==> src/rtl/fetch_decoder.sv <==
// rtl/fetch_decoder.sv - Z80 opcode-fetch decoder tracking ISR entry and JP/JP (HL) completion.
// Bus strobes are registered, each fetch/read cycle is held and committed once when it ends.
module fetch_decoder (
  input  logic        clk,
  input  logic        rst,
  input  logic        m1_n,
  input  logic        mreq_n,
  input  logic        rd_n,
  input  logic [15:0] addr,
  input  logic [7:0]  data,
  input  logic        trap_state,
  output logic        new_isr,
  output logic        last_isr_jmp,
  output logic [15:0] jmp_target,
  output logic        jmp_target_valid,
  output logic [7:0]  isr_len
);

  typedef enum logic [2:0] {S_IDLE, S_PFX_IX, S_PFX_CB, S_PFX_ED, S_JP_LO, S_JP_HI} state_t;
  typedef enum logic [1:0] {K_NONE, K_FETCH, K_READ} kind_t;

  localparam logic [15:0] ISR_ADDR = 16'h0066;

  logic        r_m1_n, r_mreq_n, r_rd_n;
  logic [15:0] r_addr;
  logic [7:0]  r_data;
  kind_t       r_hold_kind;
  logic [15:0] r_hold_addr;
  logic [7:0]  r_hold_data;
  logic [7:0]  r_jp_lo;
  state_t      r_state;
  state_t      w_next;
  kind_t       w_kind;
  logic        w_commit, w_op_commit, w_rd_commit;
  logic        w_jmp_done, w_jmp_nn, w_lo_latch;
  logic        r_new_isr, r_last_isr_jmp, r_jmp_target_valid;
  logic [15:0] r_jmp_target;
  logic [7:0]  r_isr_len;

  // Strobes reset to the inactive level so reset release never looks like a bus cycle.
  always_ff @(posedge clk or posedge rst) begin
    if (rst) begin
      r_m1_n   <= 1'b1;
      r_mreq_n <= 1'b1;
      r_rd_n   <= 1'b1;
      r_addr   <= '0;
      r_data   <= '0;
    end else begin
      r_m1_n   <= m1_n;
      r_mreq_n <= mreq_n;
      r_rd_n   <= rd_n;
      r_addr   <= addr;
      r_data   <= data;
    end
  end

  always_comb begin
    w_kind = K_NONE;
    if (!r_mreq_n && !r_rd_n) w_kind = r_m1_n ? K_READ : K_FETCH;
  end

  assign w_commit    = (r_hold_kind != K_NONE) && (w_kind != r_hold_kind);
  assign w_op_commit = w_commit && (r_hold_kind == K_FETCH);
  assign w_rd_commit = w_commit && (r_hold_kind == K_READ);

  always_ff @(posedge clk or posedge rst) begin
    if (rst) begin
      r_hold_kind <= K_NONE;
      r_hold_addr <= '0;
      r_hold_data <= '0;
      r_jp_lo     <= '0;
      r_state     <= S_IDLE;
    end else begin
      r_hold_kind <= w_kind;
      if (w_kind != K_NONE) begin
        r_hold_addr <= r_addr;
        r_hold_data <= r_data;
      end
      if (w_lo_latch) r_jp_lo <= r_hold_data;
      r_state <= w_next;
    end
  end

  always_comb begin
    w_next     = r_state;
    w_jmp_done = 1'b0;
    w_jmp_nn   = 1'b0;
    w_lo_latch = 1'b0;
    if (w_op_commit) begin
      if (r_state == S_PFX_CB || r_state == S_PFX_ED) begin
        w_next = S_IDLE;
      end else begin
        case (r_hold_data)
          8'hC3:        w_next = S_JP_LO;
          8'hE9: begin
            w_next     = S_IDLE;
            w_jmp_done = 1'b1;
          end
          8'hDD, 8'hFD: w_next = S_PFX_IX;
          // DD CB d op: displacement and op arrive as plain reads and are ignored from IDLE.
          8'hCB:        w_next = (r_state == S_PFX_IX) ? S_IDLE : S_PFX_CB;
          8'hED:        w_next = S_PFX_ED;
          default:      w_next = S_IDLE;
        endcase
      end
    end else if (w_rd_commit) begin
      if (r_state == S_JP_LO) begin
        w_lo_latch = 1'b1;
        w_next     = S_JP_HI;
      end else if (r_state == S_JP_HI) begin
        w_jmp_done = 1'b1;
        w_jmp_nn   = 1'b1;
        w_next     = S_IDLE;
      end
    end
  end

  always_ff @(posedge clk or posedge rst) begin
    if (rst) begin
      r_new_isr          <= 1'b0;
      r_last_isr_jmp     <= 1'b0;
      r_jmp_target       <= '0;
      r_jmp_target_valid <= 1'b0;
      r_isr_len          <= '0;
    end else begin
      if (w_op_commit) begin
        r_new_isr <= (r_hold_addr == ISR_ADDR);
        if (r_hold_addr == ISR_ADDR) r_isr_len <= 8'd1;
        else if (r_isr_len != 8'hFF) r_isr_len <= r_isr_len + 8'd1;
        if (!w_jmp_done) r_last_isr_jmp <= 1'b0;
      end
      if (w_jmp_done) begin
        r_last_isr_jmp     <= trap_state;
        r_jmp_target_valid <= w_jmp_nn;
        if (w_jmp_nn) r_jmp_target <= {r_hold_data, r_jp_lo};
      end
    end
  end

  assign new_isr          = r_new_isr;
  assign last_isr_jmp     = r_last_isr_jmp;
  assign jmp_target       = r_jmp_target;
  assign jmp_target_valid = r_jmp_target_valid;
  assign isr_len          = r_isr_len;

endmodule

==> config.mk <==
export PLATFORM = sky130hd
export DESIGN_NAME = fetch_decoder
export DESIGN_NICKNAME = d
export VERILOG_FILES = /design/src/rtl/fetch_decoder.sv
export SDC_FILE = /design/constraint.sdc
export NUM_CORES = 1
export LEC_CHECK = 0
export CORE_MARGIN = 1.5
export CORE_UTILIZATION = 36
export DETAILED_ROUTE_END_ITERATION = 10
export MAX_ROUTING_LAYER = met4
export PLACE_DENSITY = 0.66
export SYNTH_ARGS = -nofsm -noshare
export SYNTH_HDL_FRONTEND = slang
export SYNTH_SLANG_ARGS = --single-unit
==> constraint.sdc <==
create_clock -name clk -period 4.5 [get_ports clk]
set_clock_uncertainty 0.1 [all_clocks]
set_input_delay 1.35 -clock clk [delete_from_list [all_inputs] [get_ports clk]]
set_output_delay 1.35 -clock clk [all_outputs]
set_load 0.005 [all_outputs]
## Yosys cells after proc, flatten, opt, wreduce, memory -nomap -nowiden

Index checks and enable logic that the tools add are counted.

| cells by class | value |
|---|---|
| add/sub/neg operators | 1 |
| equal/unequal tests | 16 |
| mux-type cells | 23 |
| reductions and logical operators | 17 |

Operators with widths:

| kind | number |
|---|---|
| equality test 8 bit (second input constant) | 6 |
| equality test 16 x 7 -> 1 bit (second input constant) | 1 |
| 2-to-1 mux 8 bit | 2 |
| 2-to-1 mux 3 bit | 5 |
| 2-to-1 mux 1 bit | 12 |
| one-hot mux 3 bit (4 select lines) | 1 |
| nonzero test 2 bit | 5 |
| adder 8 x 1 -> 8 bit (second input constant) | 1 |
| inequality test 8 bit (second input constant) | 1 |
| equality test 3 x 2 -> 1 bit (second input constant) | 2 |
| equality test 3 bit (second input constant) | 2 |
| 2-to-1 mux 2 bit | 3 |
| AND reduction 2 bit | 3 |
| logical AND 1 bit | 4 |
| equality test 3 x 1 -> 1 bit (second input constant) | 1 |
| nonzero test 3 bit | 1 |
| equality test 2 x 1 -> 1 bit (second input constant) | 1 |
| equality test 2 bit (second input constant) | 1 |
| logical NOT 1 bit | 2 |
| inequality test 2 bit | 1 |
| OR reduction 2 bit | 1 |
| logical OR 1 bit | 1 |

| storage, ports and cells | value |
|---|---|
| flip-flop bits (word level) | 91 |
| output and inout port bits | 27 |

## Logic depth before layout (Yosys ltp)

| depth | value |
|---|---|
| depth in word-level cells | 9 |
| mapped depth | 6 |
| depth with buffers taken out | 5 |

## Worst setup path before layout

Ideal clock, no wire load.

| timing path | value |
|---|---|
| path kind | register -> output |
| start point | register r_isr_len[7] (netlist: isr_len[7]) |
| end point | output port isr_len[7] |
| arrival time | 0.410 ns |
| path slack | 2.640 ns |
| stages on the path, launching flop included | 1 |
| cell sequence | dfrtp_1 |

RTL lines:

| element | line | text |
|---|---|---|
| start: declaration | 38 | `logic [7:0] r_isr_len;` |
| start signal: assignment | 129 | `else if (r_isr_len != 8'hFF) r_isr_len <= r_isr_len + 8'd1;` |
| end: declaration | 16 | `output logic [7:0] isr_len` |

No word-level cell between the ends.

## Worst setup path in the final report

| timing path | value |
|---|---|
| start point | register r_isr_len[7] (netlist: isr_len[7]) |
| end point | output port isr_len[7] |

No word-level cell between the ends.

==> flow_summary_export.csv <==
group,metric,value,unit
clocking,htree_levels,3,
routing,first_pass_iters,4,
job,max_cap_viol_count,0,
clocking,clk_pin_slew,0.09,ns
synth,synth.avg_cell_area,14.9,sq um
worst_hold_path,min_delay_path_depth,1,
cells_and_area,layout-drive-gt1-share,0.258,
worst_setup_path,end_kind,"output port",
worst_setup_path,crit_fanout,8,
timing,tightest_slew,0.957,ns
cells_and_area,final_nets,321,
pwr,power_switching,0.411,mW
routing,viasPerCell,5.00,
placement,dpl_cell_area,4090,sq um
pwr,internal-power,1.35,mW
worst_setup_path,worstReg2RegEnd,"jmp_target[11]",
synth,synth_adder_area_share,0.00369,
synth,synth.distinct_cells,42,
worst_setup_path,path_cells,"clkdlybuf4s50_1",
worst_setup_path,path_class,"reg -> out",
synth,syn_inst,228,
routing,wl_per_cell,14.9,um
timing,min_period,2.81,ns
worst_setup_path,worstSetupStartpointType,"flop",
synth,synth_top_family_by_area,"multiplexers",
worst_hold_path,min_path_type,"reg -> reg",
worst_setup_path,arrival,1.36,ns
synth,yosys_warnings,0,
synth,synth_xor_area_frac,0,
clocking,cts_tree,"yes",
floorplan,ios,57,
pwr,p_per_area,407,nW/um^2
timing,hold_viol_final,0,
cells_and_area,stdcell_area,4330,sq um
placement,hpwl,4150,um
synth,syn-cell-area,3390,sq um
worst_setup_path,reg2reg_slack,2.30,ns
clocking,cts_hold_buf,0,
cells_and_area,syn_to_final_growth,27.8,%
timing,rsz0062_at_grt,"no",
synth,synth-edff-count,0,
synth,yosys.area_share.simple,0.0989,
routing,drtIter0Drc,90,
worst_hold_path,min_to,"r_hold_addr[9]",
synth,synth.area.mux_share,0.162,
worst_setup_path,crit_family,"buffers and inverters",
timing,setup_ws,1.69,ns
worst_setup_path,cp_num_buf_inv,1,
outcome,outcome,"finished clean",
clocking,clockBufferDepth,2,
clocking,cts_root_buf,"clkbuf_8",
timing,finalSetupViolations,0,
timing,fmaxAchievable,355,MHz
routing,drc,0,
floorplan,die_area,10000,sq um
global_route,grt_pass1_wl,10300,um
global_route,grt_antenna_before_repair,0,
floorplan,die_h,100,um
pwr,p_sw_frac,0.233,
worst_setup_path,r2r-start,"r_state[1]",
clocking,cts_buffers,9,
clocking,ctsResizeCount,0,
timing,finalSetupTns,0,ns
synth,synthArstFlopShare,1.00,
timing,finalMaxSlewViolations,0,
pwr,seqPwrFrac,0.530,
pwr,peakVddDrop,0.000171,V
synth,synth-seq-cells,91,
placement,gp_congestion,0.790,
placement,numPortBuffers,56,
global_route,grt_max_degree,55,
floorplan,core_area,9200,sq um
pwr,clockPowerShare,0.377,
worst_hold_path,worstHoldStart,"r_addr[9]",
worst_setup_path,required,3.05,ns
clocking,clk-insertion-delay-late,0.36,ns
placement,dpl_worst_slack,1.77,ns
cells_and_area,diodes,0,
pwr,p_comb_frac,0.094,
timing,hold_ws,0.380,ns
synth,syn_nets,259,
synth,synth-compound-area-share,0.0495,
floorplan,num_rows,35,
clocking,clock-sinks,91,
global_route,grt_remaining_overflow,0,
worst_setup_path,critPathSlowestCell,"clkdlybuf4s50_1",
routing,wl,6040,um
global_route,first_global_vias,2106,
worst_setup_path,cp_slowest_stage_delay,0.54,ns
global_route,track_usage,0.139,
floorplan,dieWidth,100,um
worst_setup_path,rr_worst_depth,3,
timing,fin_crit_sh,0.626,
pwr,p_leak,1.89,nW
routing,ant_nets,0,
clocking,cts_setup_buffers,0,
timing,slew-limit-headroom,0.362,
floorplan,initial_core_util,0.369,
routing,via_count,2032,
synth,synth_ff_type,"dfrtp_1",
synth,ys_seq_area_frac,0.673,
layer usage:
layer,routed length [um],vias to the layer above,global-route usage
met4,124,0,0.0769
met2,2820,45,0.200
met5,0,-,-
met1,2880,1019,0.188
li1,-,961,-
met3,212,7,0.0237
sequential cells by signal (all words and copies together), names as in the netlist:
name              flops
r_addr               16
isr_len               8
last_isr_jmp          1
jmp_target_valid      1
new_isr               1
r_hold_data           8
r_hold_kind           2
r_rd_n                1
r_jp_lo               8
jmp_target           16
r_state               3
r_data                8
r_mreq_n              1
r_m1_n                1
r_hold_addr          16
how the worst max path moves through the flow:
stage	slack, ns	startpoint	cells after the start	to
finish	1.69	isr_len[7]	1	isr_len[7]
global route	1.63	isr_len[7]	1	isr_len[7]
CTS	1.67	isr_len[7]	1	isr_len[7]
detailed placement	1.77	rst	3	r_addr[5]
global placement	1.79	rst	3	r_addr[4]
floorplan	0.69	rst	1	isr_len[0]
cells in the mapped netlist, drive strengths merged, types with 3 or more instances:
cell type,number,area share
a21oi,5,0.0074
and3,5,0.0092
clkbuf,5,0.0055
dfrtp,88,0.65
dfstp,3,0.023
mux2,48,0.16
nand2,5,0.0055
nand3,7,0.010
nand4,3,0.0055
nor2,7,0.0078
nor3,7,0.014
nor4b,3,0.0078
o21ai,4,0.0059
area by class of cell:
class | count | area, sq um
fill | 839 | 4860
sequential | 91 | 2280
multi-input combinational | 128 | 1070
timing repair buffer | 58 | 588
tap | 111 | 139
clock buffer | 9 | 124
clock inverter | 7 | 124
inverter | 2 | 8.76
power groups by stage:
stage | clock network [mW] | registers (mW) | logic [mW]
6_report | 0.664 | 0.935 | 0.165
2_1_floorplan | 0 | 0.934 | 0.0908
3_5_place_dp | 0 | 0.952 | 0.167
5_1_grt | 0.721 | 0.946 | 0.185
4_1_cts | 0.681 | 0.936 | 0.169
3_3_place_gp | 0 | 0.949 | 0.164
per-stage QoR:
step | total power, mW | utilization | cells
final | 1.76 | 0.471 | 406
after global routing | 1.85 | 0.471 | 406
after CTS | 1.79 | 0.471 | 406
after detailed placement | 1.12 | 0.444 | 390
after global placement | 1.11 | 0.444 | 390
after floorplan | 1.02 | - | 228
cells in the final DEF (no fill, tap or decap), drive strengths merged, types with 3 or more instances in the layout:
master | synthesis | layout
a21oi | 5 | 5
nand3 | 7 | 7
dfrtp | 88 | 88
dfstp | 3 | 3
clkdlybuf4s50 | 0 | 56
nor2 | 7 | 7
nor4b | 3 | 3
bufinv | 0 | 3
nor3 | 7 | 7
clkbuf | 5 | 9
nand2 | 5 | 5
clkinv | 0 | 3
nand4 | 3 | 3
o21ai | 4 | 4
mux2 | 48 | 48
and3 | 5 | 5
cell families after synthesis:
group | Yosys count
buffers and inverters | 9
muxes | 49
adders and majority gates | 1
AOI/OAI and AO/OA | 24
and+or+nand+nor | 54
DFF | 91
Note: power is estimated with default switching activity, not from simulation.
